$ cat src/rtl/mig_seq_evaluator.sv
// Programmable majority-inverter-graph evaluator: one MAJ node per clock,
// either for a single input vector or swept over every minterm.
module mig_seq_evaluator #(
    parameter int N_IN    = 7,
    parameter int N_NODES = 8,
    localparam int SEL_W  = $clog2(1 + N_IN + N_NODES),
    localparam int AW     = $clog2(N_NODES),
    localparam int LW     = $clog2(N_NODES + 1),
    localparam int PW     = 3 * (SEL_W + 1)
) (
    input  logic            clk,
    input  logic            rst,
    input  logic            prog_we,
    input  logic [AW-1:0]   prog_addr,
    input  logic [PW-1:0]   prog_data,
    input  logic            start,
    input  logic            mode,
    input  logic [LW-1:0]   len,
    input  logic [N_IN-1:0] in_vec,
    output logic            busy,
    output logic            res_valid,
    input  logic            res_ready,
    output logic            res_bit,
    output logic [N_IN-1:0] res_idx,
    output logic            res_last
);

    typedef enum logic [1:0] {
        S_IDLE,
        S_EVAL,
        S_OUT
    } state_t;

    state_t              state_q, state_d;
    logic [PW-1:0]       prog_q [N_NODES];
    logic [PW-1:0]       prog_d [N_NODES];
    logic [N_NODES-1:0]  node_q, node_d;
    logic                mode_q, mode_d;
    logic [LW-1:0]       len_q, len_d;
    logic [LW-1:0]       k_q, k_d;
    logic [N_IN-1:0]     x_q, x_d;
    logic                busy_q, busy_d;
    logic                res_valid_q, res_valid_d;
    logic                res_bit_q, res_bit_d;
    logic                res_last_q, res_last_d;

    logic [PW-1:0]       entry;
    logic                op_a, op_b, op_c;
    logic                node_new;
    logic                eval_last;
    logic                run_last;

    // Operand fetch: constant 0, a primary input, or a node register.
    // Select codes past the last node fall through to 0.
    function automatic logic pick(input logic               inv,
                                  input logic [SEL_W-1:0]   sel,
                                  input logic [N_IN-1:0]    x,
                                  input logic [N_NODES-1:0] nodes);
        logic v;
        v = 1'b0;
        for (int i = 0; i < N_IN; i++)
            if (sel == SEL_W'(i + 1)) v = x[i];
        for (int k = 0; k < N_NODES; k++)
            if (sel == SEL_W'(N_IN + 1 + k)) v = nodes[k];
        return v ^ inv;
    endfunction

    function automatic logic maj3(input logic a, input logic b, input logic c);
        return (a & b) | (a & c) | (b & c);
    endfunction

    function automatic logic [LW-1:0] clamp_len(input logic [LW-1:0] l);
        return (l > LW'(N_NODES)) ? LW'(N_NODES) : l;
    endfunction

    assign entry     = prog_q[k_q[AW-1:0]];
    assign op_a      = pick(entry[PW-1], entry[PW-2 -: SEL_W], x_q, node_q);
    assign op_b      = pick(entry[2*(SEL_W+1)-1], entry[2*(SEL_W+1)-2 -: SEL_W], x_q, node_q);
    assign op_c      = pick(entry[SEL_W], entry[SEL_W-1:0], x_q, node_q);
    assign node_new  = maj3(op_a, op_b, op_c);
    // A zero-length program still spends one EVAL cycle.
    assign eval_last = (len_q == '0) || (k_q == len_q - LW'(1));
    assign run_last  = !mode_q || (&x_q);

    always_comb begin
        state_d     = state_q;
        prog_d      = prog_q;
        node_d      = node_q;
        mode_d      = mode_q;
        len_d       = len_q;
        k_d         = k_q;
        x_d         = x_q;
        busy_d      = busy_q;
        res_valid_d = res_valid_q;
        res_bit_d   = res_bit_q;
        res_last_d  = res_last_q;

        if (prog_we && !busy_q)
            prog_d[prog_addr] = prog_data;

        case (state_q)
            S_IDLE: begin
                if (start) begin
                    mode_d  = mode;
                    len_d   = clamp_len(len);
                    x_d     = mode ? '0 : in_vec;
                    node_d  = '0;
                    k_d     = '0;
                    busy_d  = 1'b1;
                    state_d = S_EVAL;
                end
            end
            S_EVAL: begin
                if (len_q != '0)
                    node_d[k_q[AW-1:0]] = node_new;
                if (eval_last) begin
                    res_valid_d = 1'b1;
                    res_bit_d   = (len_q == '0) ? 1'b0 : node_new;
                    res_last_d  = run_last;
                    state_d     = S_OUT;
                end else begin
                    k_d = k_q + LW'(1);
                end
            end
            S_OUT: begin
                if (res_ready) begin
                    res_valid_d = 1'b0;
                    res_bit_d   = 1'b0;
                    res_last_d  = 1'b0;
                    if (run_last) begin
                        busy_d  = 1'b0;
                        state_d = S_IDLE;
                    end else begin
                        // Next minterm starts from cleared nodes so that
                        // forward references never see the previous minterm.
                        x_d     = x_q + N_IN'(1);
                        node_d  = '0;
                        k_d     = '0;
                        state_d = S_EVAL;
                    end
                end
            end
            default: state_d = S_IDLE;
        endcase
    end

    always_ff @(posedge clk) begin
        if (rst) begin
            state_q     <= S_IDLE;
            for (int i = 0; i < N_NODES; i++)
                prog_q[i] <= '0;
            node_q      <= '0;
            mode_q      <= 1'b0;
            len_q       <= '0;
            k_q         <= '0;
            x_q         <= '0;
            busy_q      <= 1'b0;
            res_valid_q <= 1'b0;
            res_bit_q   <= 1'b0;
            res_last_q  <= 1'b0;
        end else begin
            state_q     <= state_d;
            prog_q      <= prog_d;
            node_q      <= node_d;
            mode_q      <= mode_d;
            len_q       <= len_d;
            k_q         <= k_d;
            x_q         <= x_d;
            busy_q      <= busy_d;
            res_valid_q <= res_valid_d;
            res_bit_q   <= res_bit_d;
            res_last_q  <= res_last_d;
        end
    end

    assign busy      = busy_q;
    assign res_valid = res_valid_q;
    assign res_bit   = res_bit_q;
    assign res_idx   = x_q;
    assign res_last  = res_last_q;

endmodule
$ cat config.mk
export PLATFORM = sky130hd
export DESIGN_NAME = mig_seq_evaluator
export DESIGN_NICKNAME = d
export VERILOG_FILES = /design/src/rtl/mig_seq_evaluator.sv
export SDC_FILE = /design/constraint.sdc
export NUM_CORES = 1
export LEC_CHECK = 0
export CELL_PAD_IN_SITES_DETAIL_PLACEMENT = 1
export CELL_PAD_IN_SITES_GLOBAL_PLACEMENT = 1
export CORE_UTILIZATION = 40
export DETAILED_ROUTE_END_ITERATION = 8
export GPL_ROUTABILITY_DRIVEN = 0
export PLACE_DENSITY_LB_ADDON = 0.1
export SYNTH_ARGS = -nofsm -noshare
export SYNTH_HDL_FRONTEND = slang
export SYNTH_SLANG_ARGS = --single-unit
export TNS_END_PERCENT = 50
$ cat constraint.sdc
create_clock -name clk -period 5.6 [get_ports clk]
set_input_delay 1.12 -clock clk [delete_from_list [all_inputs] [get_ports clk]]
set_output_delay 1.12 -clock clk [all_outputs]
set_load 0.005 [all_outputs]
### Word-level counts from Yosys, hierarchy flattened

Cells that the tools add are included.
Widths: inputs -> output; s select.

* output and inout port bits: 11
* input port bits: 35
* bits in registers: 150

* reduce and logical (&&, ||, !) cells: 21
* bitwise operators: 10
* order comparisons: 6
* eq/ne operators: 55
* multiplexer cells: 87
* $add $sub $neg: 3

Operators by type and width (count)
* $bwmux 120: 1
* $eq 4x4->1 const B: 24
* $mux 1: 55
* $eq 4x3->1 const B: 12
* $bmux 15 s3: 1
* $demux 15 s3: 1
* $mux 15: 3
* $mux 8: 4
* $mux 7: 4
* $eq 4x2->1 const B: 6
* $pmux 8 s3: 1
* $mux 4: 5
* $ne 2x2->1 const B: 7
* $pmux 7 s2: 1
* $eq 4x1->1 const B: 3
* $pmux 4 s3: 1
* $reduce_and 5->1: 2
* $bwmux 8: 1
* $ge 4x4->1 const B: 2
* $not 3->4: 2
* $pmux 1 s2: 4
* $reduce_and 4->1: 2
* $add 7x1->7 const B: 1
* $reduce_and 7->1: 1
* 25 further kinds: 38

### Depth between registers and ports, before layout

Gate-level depths: netlist of run 1.

* word-level depth: 27
* mapped depth: 14

### Worst setup path before layout of run 1

Ideal clock, no wire load.

* kind: register to register
* start: register k_q[1]
* end: register node_q[1]
* buffers on the path: 0
* cell stages (with the launch flop): 11
* arrival: 3.009 ns
* required time: 5.513 ns
* slack: 2.504 ns
* path through: dfxtp_1 -> mux4_1 -> mux2i_1 -> mux2_2 -> a21oi_1 -> a211oi_1 -> o31a_1 -> or3_1 -> a21oi_1 -> o21bai_2 -> o31ai_1

* cells in the longest elaborated chain, start to end: 27
* elaborated cells between the ends (all ways): 110

RTL lines
* start, declared: RTL line 40 `logic [LW-1:0] k_q, k_d;`
* start signal, assigned: RTL line 167 `k_q <= k_d;`
* $not 3->4 (not written as such): RTL line 76 `assign entry = prog_q[k_q[AW-1:0]];`
* $bmux 15 s3: RTL line 76
* $mux 15 (not written as such) (2 in a row): RTL line 76
* $eq 4x1->1: RTL line 62 `if (sel == SEL_W'(i + 1)) v = x[i];`
* $mux 1 (7 in a row): RTL line 62
* $mux 1 (8 in a row): RTL line 64 `if (sel == SEL_W'(N_IN + 1 + k)) v = nodes[k];`
* $xor 1x1->1: RTL line 65 `return v ^ inv;`
* $and 1x1->1: RTL line 69 `return (a & b) | (a & c) | (b & c);`
* $or 1x1->1 (2 in a row): RTL line 69
* $bwmux 8 *: RTL line 115 `node_d[k_q[AW-1:0]] = node_new;`
* $mux 8 *: RTL line 114 `if (len_q != '0)`
* $pmux 8 s3 *: RTL line 101 `case (state_q)`
* end signal, assigned: RTL line 164 `node_q <= node_d;`
* end, declared: RTL line 37 `logic [N_NODES-1:0] node_q, node_d;`

Mark *: on every way between the ends. The rest lies on a longest branch, timed or not. The select of a mux whose other input is x is not followed.
A chain may end at the register's enable or synchronous reset.

### Worst setup path in the final report of run 1

* start: register k_q[2]
* end: register node_q[3]

Same word-level chain as after synthesis.

==> results of run 1 <==
-- worst paths after layout --
path                           startpoint                       to  slack (ns)  cells after the start
setup / recovery      k_q[2]$_SDFFE_PP0P_   node_q[3]$_SDFFE_PP0P_        1.72                     10
hold / removal    prog_q[85]$_SDFFE_PP0P_  prog_q[85]$_SDFFE_PP0P_        0.46                      2
setup reg to reg      k_q[2]$_SDFFE_PP0P_   node_q[3]$_SDFFE_PP0P_        1.72                     10
hold reg to reg   prog_q[85]$_SDFFE_PP0P_  prog_q[85]$_SDFFE_PP0P_        0.46                      2
-- per-layer routing --
metal  vias to the layer above  GRT usage
li1                       3133          -
met1                      3300      0.343
met2                       176      0.471
met3                        35     0.0335
met4                         0     0.0995
met5                         -          0
-- sequential cells by signal, summed over array words and instances, names as in the netlist --
register / cells
k_q: 4
state_q: 2
mode_q: 1
res_valid: 1
res_bit: 1
res_idx: 7
res_last: 1
len_q: 4
busy: 1
node_q: 8
prog_q: 120
-- power by group through the flow --
stage                     Sequential, W  Clock [W]  Combinational [W]
final                           0.00112    0.00111           0.000244
after global placement          0.00115          0           0.000235
after detailed placement        0.00115          0           0.000243
after floorplan                 0.00114          0           0.000153
after CTS                       0.00112    0.00113           0.000244
after global routing            0.00113    0.00117           0.000265
-- cell usage in the layout (no fill, tap or decap), types with 4 or more instances in the layout --
master	Yosys	final
sky130_fd_sc_hd__nand2_1	215	215
sky130_fd_sc_hd__dfxtp_1	150	149
sky130_fd_sc_hd__a21oi_1	124	124
sky130_fd_sc_hd__nor2_1	69	68
sky130_fd_sc_hd__mux2i_1	50	50
sky130_fd_sc_hd__clkdlybuf4s50_1	0	44
sky130_fd_sc_hd__clkbuf_16	0	17
sky130_fd_sc_hd__o21ai_0	16	16
sky130_fd_sc_hd__nand3_1	14	14
sky130_fd_sc_hd__o22ai_1	12	12
sky130_fd_sc_hd__mux4_2	12	12
sky130_fd_sc_hd__mux2_2	11	11
sky130_fd_sc_hd__a211oi_1	11	11
sky130_fd_sc_hd__nor3_1	14	11
sky130_fd_sc_hd__inv_1	10	10
sky130_fd_sc_hd__buf_4	1	10
sky130_fd_sc_hd__nor3b_1	11	9
sky130_fd_sc_hd__a221oi_1	8	8
sky130_fd_sc_hd__nor2b_1	6	6
sky130_fd_sc_hd__nand2b_1	6	6
sky130_fd_sc_hd__a2111oi_0	5	5
sky130_fd_sc_hd__xor2_1	5	5
sky130_fd_sc_hd__o31ai_1	5	5
sky130_fd_sc_hd__clkinvlp_4	0	5
sky130_fd_sc_hd__and2_1	4	4
sky130_fd_sc_hd__mux4_1	4	4
sky130_fd_sc_hd__a31oi_1	4	4
sky130_fd_sc_hd__or3b_2	4	4
-- layout make-up --
type	instances	area, um2	area share
multi-input combinational	662	4020	0.477
tap	229	287	0.0340
clock buffer	21	460	0.0546
inverter	12	45.0	0.00534
clock inverter	11	100	0.0119
sequential	150	3000	0.356
timing repair buffer	54	515	0.0611
-- logic make-up after synthesis --
kind of cell,count (synthesis),share of synthesized area
xor+xnor,8,0.00954
compound gates,209,0.172
mux,79,0.141
simple gates,363,0.213
buf+inv,80,0.0503
fa+ha+maj,3,0.00511
flops,150,0.409
-- worst max-delay path: cells and delay by family, from the launching register on --
family / cells / cell delay (ns)
flops: 1 / 0.76
mux: 2 / 0.59
simple gates: 1 / 0.17
compound gates: 6 / 2.07
xor+xnor: 1 / 0.20
-- stage by stage --
stage | total power [W] | hold WS (ns)
final | 0.00248 | 0.457
after global routing | 0.00256 | 0.480
after detailed placement | 0.00139 | 0.448
after floorplan | 0.00129 | 0.431
after CTS | 0.00250 | 0.458
after global placement | 0.00138 | 0.439
==> impl_metrics.json, run 1 <==
{
  "number_of_library_cell_types_mapped_by_synthesis": 64,
  "final_area_um2": 8440,
  "io_pins": 46,
  "synth.top_cells.by_area": "sky130_fd_sc_hd__dfxtp_1 41%, sky130_fd_sc_hd__nand2_1 11%, sky130_fd_sc_hd__a21oi_1 8.5%, sky130_fd_sc_hd__mux2i_1 6.8%, sky130_fd_sc_hd__mux4_2 3.7%",
  "synth_seq_area_share": 0.409,
  "layout_min_cycle_time_ns": 3.88,
  "cts-root-to-sink-buffers": 2,
  "hold_viol_final": 0,
  "grt_max_degree": 95,
  "rows": 49,
  "timing.critical_path.slowest_cell_delay_ns": 0.76,
  "timing.fmax_ghz": 0.257,
  "netlist_area_um2": 7340,
  "cap_viol_max_count": 0,
  "antennaDiodeCount": 0,
  "most_common_cell_in_the_synthesized_netlist": "sky130_fd_sc_hd__nand2_1",
  "worstSkewPairLatency_ns": 0.43,
  "final_layout_size_suffix_gt1_frac": 0.0934,
  "routed_via_density": 5.83,
  "swShare": 0.265,
  "detailed_place.area_um2": 7880,
  "synthArstFlopShare": 0,
  "synth_top_area_share": 0.409,
  "min_period_over_period": 0.694,
  "p_comb_frac": 0.098,
  "globalRouteTotalUtil": 0.271,
  "syn_area_per_cell_um2": 8.23,
  "ant_nets": 0,
  "fillers": 2124,
  "maximum_fanout_encountered_on_the_critical_timing_path": 19,
  "ws_path_type": "flip-flop to flip-flop",
  "critPathSlowestCell": "sky130_fd_sc_hd__dfxtp_1",
  "dpl.hpwl_mm": 16.6,
  "die_ar_um2": 18900,
  "post-place-cells": 1107,
  "m1WireLength_mm": 10.8,
  "yosys-top-cells-count": "215 x sky130_fd_sc_hd__nand2_1, 150 x sky130_fd_sc_hd__dfxtp_1, 124 x sky130_fd_sc_hd__a21oi_1",
  "syn_inst": 892,
  "setup-tns-final_ns": 0,
  "synth.ff_latch_count": 150,
  "vdd.ir_drop.worst_mv": 0.222,
  "drt_first_pass_iters": 5,
  "dp_slack_ns": 1.78,
  "post-route-drc-count": 0,
  "net-switching-power_w": 0.000657,
  "cts_setup_buffers": 0,
  "sequential_fraction_of_design_power": 0.453,
  "antenna_violations_before_repair": 0,
  "vertical_extent_of_the_die_um": 137,
  "postRouteWirelength_mm": 24.6,
  "synth_largest_area_cell": "sky130_fd_sc_hd__dfxtp_1",
  "grt_pass1_vias": 6715,
  "cts.sinks": 150,
  "p_leak_nw": 2.94,
  "tritoncts.num_buffers": 17,
  "synth_enable_flop_cells": 0,
  "cts-hold-fix-buffers": 0,
  "route.met2.wl_mm": 12.3,
  "holdCritPathClass": "flip-flop to flip-flop",
  "crit_path_cell_trace": "mux2_2 -> a221o_1 -> a211o_1 -> mux2i_1 -> a2111oi_0 -> nor4_1 -> xor2_1 -> a21oi_1 -> o21bai_2 -> o31ai_1",
  "wl_met3_um": 956,
  "port-buffer-count": 45,
  "timing.critical_path.arrival_ns": 4.21,
  "post-route-util": 0.470,
  "dr.max_layer_used": "met4",
  "worstSetupEndpointType": "flip-flop",
  "setup_slack_ns": 1.72,
  "num_vias": 6644,
  "clk_pin_slew_ns": 0.06,
  "globalRouteOverflowTotal": 0,
  "ctsRootBufferMaster": "sky130_fd_sc_hd__clkbuf_16",
  "largest_clock_skew_in_the_final_design_ns": 0.00796,
  "setup_viol": 0,
  "worstMarginPinSlew_ns": 1.09,
  "powerDensity_nw_per_um2": 294,
  "design.core.area_um2": 18000,
  "max-slew-margin-rel": 0.274,
  "area.growth.synth_to_final_pct": 14.9,
  "pwr-share-clk": 0.449,
  "drtIter0Drc": 395,
  "grt_pass1_wl_mm": 37.8,
  "grt_setup_unrepaired": "false",
  "cts.htree.levels": 4,
  "layout.cells.non_filler": 1139,
  "final_max_slew_viol_count": 0,
  "finalNetCount": 935,
  "tritoncts": "built",
  "internal-power_w": 0.00183,
  "startpoint_type": "flip-flop",
  "postSynthNetCount": 930,
  "initial_core_util": 0.409,
  "routed_wire_length_per_instance_um": 21.6,
  "cts.repair.resized": 0,
  "floorplan.die.width_um": 137,
  "dominant_synthesized_flop_cell": "sky130_fd_sc_hd__dfxtp_1",
  "run_status": "complete, no violations",
  "cp_data_required_time_ns": 5.93,
  "synth_warnings": 0
}
No activity file was read; power rests on OpenSTA's default activity.
==> run 2: changes to the inputs <==
- clock period: 5.6 -> 3.8 ns (I/O delays scaled with it)
==> impl_metrics.json, run 2 (synthesis gave the netlist of run 1 again) <==
{
  "run_status": "complete, no violations",
  "fin_total_pwr_w": 0.00363,
  "fin_hold_ws_ns": 0.454,
  "vdd.ir_drop.worst_mv": 0.339,
  "cts-root-to-sink-buffers": 2,
  "worstSkewPairLatency_ns": 0.43,
  "io_pins": 46,
  "ctsRootBufferMaster": "sky130_fd_sc_hd__clkbuf_16",
  "timing.critical_path.arrival_ns": 3.85,
  "initial_core_util": 0.409,
  "ff2ff_setup_slack_ns": 0.29,
  "area.growth.synth_to_final_pct": 16.7,
  "grt_setup_unrepaired": "false",
  "drtIter0Drc": 383,
  "postRouteWirelength_mm": 24.8,
  "cp_data_required_time_ns": 4.14,
  "vertical_extent_of_the_die_um": 137,
  "floorplan.die.width_um": 137,
  "max-slew-margin-rel": 0.389,
  "regMostFlops": "prog_q",
  "powerDensity_nw_per_um2": 424,
  "grt_pass1_wl_mm": 38.8,
  "dpl.hpwl_mm": 16.8,
  "grt_pass1_vias": 7062,
  "globalRouteTotalUtil": 0.279,
  "drt_first_pass_iters": 4,
  "antennaDiodeCount": 0,
  "rows": 49,
  "routed_wire_length_per_instance_um": 21.4,
  "layout.area.seq_um2": 3010,
  "final_layout_size_suffix_gt1_frac": 0.113,
  "tritoncts": "built",
  "most-common-layout-cells": "215 x sky130_fd_sc_hd__nand2_1, 148 x sky130_fd_sc_hd__dfxtp_1, 124 x sky130_fd_sc_hd__a21oi_1, 69 x sky130_fd_sc_hd__nor2_1, 49 x sky130_fd_sc_hd__mux2i_1",
  "largest_clock_skew_in_the_final_design_ns": 0.00657,
  "min_period_over_period": 0.924,
  "design.core.area_um2": 18000,
  "hold_viol_final": 0,
  "routed_via_density": 5.79,
  "cap_viol_max_count": 0,
  "post-place-cells": 1126,
  "startpoint_type": "flip-flop",
  "holdCritPathClass": "flip-flop to flip-flop",
  "ws_path_type": "flip-flop to flip-flop",
  "globalRouteOverflowTotal": 0,
  "tritoncts.num_buffers": 17,
  "antenna_violations_before_repair": 0,
  "clk_pin_slew_ns": 0.06,
  "cts.repair.resized": 0,
  "cts.htree.levels": 4,
  "post-route-drc-count": 0,
  "multiInputGateArea_um2": 4010,
  "finalNetCount": 954,
  "cts.sinks": 150,
  "num_vias": 6707,
  "setup_viol": 0,
  "die_ar_um2": 18900,
  "p_leak_nw": 3.04,
  "worstSetupEndpointType": "flip-flop",
  "timing.fmax_ghz": 0.285,
  "grt_max_degree": 85,
  "maximum_fanout_encountered_on_the_critical_timing_path": 23,
  "ant_nets": 0,
  "cts_setup_buffers": 0,
  "port-buffer-count": 45,
  "layout_min_cycle_time_ns": 3.51,
  "final_max_slew_viol_count": 0,
  "cts-hold-fix-buffers": 0,
  "largest_register_ffs": 120,
  "fillers": 2143,
  "setup-tns-final_ns": 0,
  "worstMarginPinSlew_ns": 0.916,
  "layout_commonest_cell": "sky130_fd_sc_hd__nand2_1",
  "layout.cells.non_filler": 1158
}
[run 2: critical path: stages (launching register included)]
cell,delay (ns)
sky130_fd_sc_hd__dfxtp_1,0.41
sky130_fd_sc_hd__buf_4,0.35
sky130_fd_sc_hd__mux2i_1,0.30
sky130_fd_sc_hd__o21ai_0,0.14
sky130_fd_sc_hd__a22oi_2,0.46
sky130_fd_sc_hd__mux2i_1,0.26
sky130_fd_sc_hd__a221oi_1,0.10
sky130_fd_sc_hd__o31a_1,0.32
sky130_fd_sc_hd__or3_1,0.34
sky130_fd_sc_hd__a21oi_1,0.36
sky130_fd_sc_hd__o21bai_2,0.16
sky130_fd_sc_hd__o31ai_1,0.23
[run 2: layout make-up]
type,count,share of cell area
Multi-Input combinational cell,662,0.468
Sequential cell,150,0.351
Timing Repair Buffer,73,0.0783
Clock buffer,20,0.0521
Tap cell,229,0.0334
Clock inverter,12,0.0123
Inverter,12,0.00526
[run 2: worst paths after layout]
path / from / cells after the start / to
max: k_q[2]$_SDFFE_PP0P_ / 11 / node_q[3]$_SDFFE_PP0P_
min: prog_q[37]$_SDFFE_PP0P_ / 2 / prog_q[37]$_SDFFE_PP0P_
max reg2reg: k_q[2]$_SDFFE_PP0P_ / 11 / node_q[3]$_SDFFE_PP0P_
min reg2reg: prog_q[37]$_SDFFE_PP0P_ / 2 / prog_q[37]$_SDFFE_PP0P_
[run 2: power by group]
part / switching [W] / internal [W] / total, W
logic: 0.000218 / 0.000148 / 0.000366
clock network: 0.000693 / 0.000916 / 0.00161
registers: 0.0000428 / 0.00161 / 0.00166
[run 2: metal layers]
layer	vias up	GRT usage	part of all wire
met5	-	0	0
met4	0	0.144	0.033
met3	54	0.0526	0.043
met2	152	0.472	0.49
met1	3343	0.335	0.43
li1	3158	-	-
[run 2: stage by stage]
step	setup slack, ns	utilization	area (um2)
floorplan	0.704	-	7340
detailed placement	0.190	0.446	8010
global placement	0.310	0.446	8010
global route	0.00261	0.477	8570
CTS	0.176	0.477	8560
finish	0.289	0.477	8570
==> run 3: changes to the inputs <==
- CORE_MARGIN: not set -> 5
==> impl_metrics.json, run 3 (synthesis gave the netlist of run 1 again) <==
{
  "layout_min_cycle_time_ns": 3.53,
  "setup.worst_path.start": "k_q[1]$_SDFFE_PP0P_",
  "worstMarginPinSlew_ns": 0.893,
  "ctsRootBufferMaster": "sky130_fd_sc_hd__clkbuf_16",
  "rows": 49,
  "vdd.ir_drop.worst_mv": 0.314,
  "cts-hold-fix-buffers": 0,
  "ff2ff_setup_slack_ns": 0.27,
  "dp_slack_ns": 0.241,
  "holdCritPathClass": "flip-flop to flip-flop",
  "p_comb_frac": 0.097,
  "postRouteWirelength_mm": 24.8,
  "cp_data_required_time_ns": 4.14,
  "antennaDiodeCount": 0,
  "fin_hold_ws_ns": 0.456,
  "crit_path_cell_trace": "buf_4 -> mux4_2 -> mux2i_1 -> nor2_1 -> a211oi_1 -> o21ai_0 -> a31oi_1 -> xor2_1 -> a31oi_2 -> o21bai_2 -> o31ai_1",
  "cts.htree.levels": 4,
  "worstSetupEndpointType": "flip-flop",
  "min_period_over_period": 0.928,
  "max-slew-margin-rel": 0.405,
  "r2r.worst_path.cells": 11,
  "num_vias": 6778,
  "dr.max_layer_used": "met4",
  "ant_nets": 0,
  "cts_setup_buffers": 0,
  "tritoncts": "built",
  "critical_path.n_buffers_inverters": 1,
  "post-route-drc-count": 0,
  "cap_viol_max_count": 0,
  "cts.sinks": 150,
  "internal-power_w": 0.00274,
  "routed_wire_length_per_instance_um": 21.6,
  "die_ar_um2": 21200,
  "pwr-share-clk": 0.460,
  "dpl.hpwl_mm": 17.3,
  "powerDensity_nw_per_um2": 437,
  "grt_setup_unrepaired": "false",
  "timing.critical_path.slowest_cell_delay_ns": 0.54,
  "tritoncts.num_buffers": 17,
  "crit-reg2reg-launch": "k_q[1]$_SDFFE_PP0P_",
  "startpoint_type": "flip-flop",
  "wl_met3_mm": 1.13,
  "final_layout_size_suffix_gt1_frac": 0.107,
  "run_status": "complete, no violations",
  "grt_pass1_wl_mm": 38.8,
  "final_max_slew_viol_count": 0,
  "hold_viol_final": 0,
  "finalNetCount": 946,
  "cts.repair.resized": 0,
  "port-buffer-count": 45,
  "cts-root-to-sink-buffers": 2,
  "p_leak_nw": 3.02,
  "timing.fmax_ghz": 0.284,
  "largest_clock_skew_in_the_final_design_ns": 0.00840,
  "net-switching-power_w": 0.00101,
  "setup_slack_ns": 0.275,
  "grt_max_degree": 104,
  "most-common-layout-cells": "215 x sky130_fd_sc_hd__nand2_1, 147 x sky130_fd_sc_hd__dfxtp_1, 123 x sky130_fd_sc_hd__a21oi_1, 69 x sky130_fd_sc_hd__nor2_1, 50 x sky130_fd_sc_hd__mux2i_1",
  "critPathSlowestCell": "sky130_fd_sc_hd__mux2i_1",
  "clk_pin_slew_ns": 0.07,
  "initial_core_util": 0.407,
  "io_pins": 46,
  "regMostFlops": "prog_q",
  "ws_path_type": "flip-flop to flip-flop",
  "floorplan.die.width_um": 145,
  "setup.worst_path.end": "node_q[2]$_SDFFE_PP0P_",
  "drtIter0Drc": 489,
  "antenna_violations_before_repair": 0,
  "setup-tns-final_ns": 0,
  "maximum_fanout_encountered_on_the_critical_timing_path": 16,
  "path_delay_family": "compound AO/OA/AOI/OAI gates",
  "fillers": 2129,
  "swShare": 0.268,
  "drt_first_pass_iters": 4,
  "grt_pass1_vias": 7083,
  "routed_via_density": 5.89,
  "setup_viol": 0,
  "globalRouteOverflowTotal": 0,
  "route.met2.wl_mm": 11.8,
  "globalRouteTotalUtil": 0.230,
  "fin_total_pwr_w": 0.00375,
  "worstSkewPairLatency_ns": 0.45,
  "design.core.area_um2": 18000,
  "r2r_end": "node_q[2]$_SDFFE_PP0P_",
  "worstSetupPathDepth": 11,
  "vertical_extent_of_the_die_um": 145,
  "m1WireLength_mm": 11.1,
  "timing.critical_path.arrival_ns": 3.86,
  "largest_register_ffs": 120,
  "area.growth.synth_to_final_pct": 16.8,
  "sequential_fraction_of_design_power": 0.443,
  "layout_commonest_cell": "sky130_fd_sc_hd__nand2_1"
}
-- run 3: cell count changes in the layout (fill, tap and decap cells not counted), moves of 2 or more --
| cell | delta |
|---|---|
| sky130_fd_sc_hd__inv_8 | +3 |
| sky130_fd_sc_hd__buf_4 | -10 |
| sky130_fd_sc_hd__inv_6 | +2 |
| sky130_fd_sc_hd__clkinv_2 | -4 |
| sky130_fd_sc_hd__buf_12 | +2 |
-- run 3: worst register-to-register path: stages, from the launching register on --
cell and delay (ns):
sky130_fd_sc_hd__dfxtp_4 0.48, sky130_fd_sc_hd__buf_4 0.28, sky130_fd_sc_hd__mux4_2 0.52, sky130_fd_sc_hd__mux2i_1 0.54, sky130_fd_sc_hd__nor2_1 0.14, sky130_fd_sc_hd__a211oi_1 0.24
sky130_fd_sc_hd__o21ai_0 0.13, sky130_fd_sc_hd__a31oi_1 0.21, sky130_fd_sc_hd__xor2_1 0.11, sky130_fd_sc_hd__a31oi_2 0.29, sky130_fd_sc_hd__o21bai_2 0.19, sky130_fd_sc_hd__o31ai_1 0.28
-- run 3: through the flow --
| step | area [um2] | instances | util |
|---|---|---|---|
| finish | 8580 | 1150 | 0.476 |
| global placement | 7970 | 1118 | 0.442 |
| floorplan | 7340 | 892 | - |
| CTS | 8570 | 1150 | 0.475 |
| global route | 8580 | 1150 | 0.476 |
| detailed placement | 7970 | 1118 | 0.442 |
-- run 3: final cells by class --
type                       instances  area [um2]  area share
clock inverter                    14         165      0.0193
sequential                       150        3010       0.351
inverter                          12        45.0     0.00525
clock buffer                      18         429      0.0500
timing repair buffer              65         636      0.0741
multi-input combinational        662        4010       0.467
tap                              229         287      0.0334
-- run 3: power by group through the flow --
| stage | clock network, W | logic (W) | registers (W) |
|---|---|---|---|
| global route | 0.00182 | 0.000398 | 0.00166 |
| CTS | 0.00176 | 0.000365 | 0.00166 |
| global placement | 0 | 0.000348 | 0.00169 |
| floorplan | 0 | 0.000226 | 0.00167 |
| detailed placement | 0 | 0.000361 | 0.00169 |
| finish | 0.00172 | 0.000364 | 0.00166 |
-- run 3: routing by layer --
layer  vias up  GRT usage
li1       3140          -
met1      3417      0.295
met2       162      0.375
met3        59     0.0501
met4         0      0.100
met5         -          0
-- run 3: how the worst min path moves through the flow --
stage | startpoint | end | slack, ns | depth (start not counted)
floorplan | prog_q[111]$_SDFFE_PP0P_ | prog_q[111]$_SDFFE_PP0P_ | 0.43 | 2
global placement | prog_q[78]$_SDFFE_PP0P_ | prog_q[78]$_SDFFE_PP0P_ | 0.44 | 2
detailed placement | prog_q[102]$_SDFFE_PP0P_ | prog_q[102]$_SDFFE_PP0P_ | 0.45 | 2
CTS | prog_q[78]$_SDFFE_PP0P_ | prog_q[78]$_SDFFE_PP0P_ | 0.46 | 2
global route | prog_q[18]$_SDFFE_PP0P_ | prog_q[18]$_SDFFE_PP0P_ | 0.48 | 2
finish | prog_q[88]$_SDFFE_PP0P_ | prog_q[88]$_SDFFE_PP0P_ | 0.46 | 2
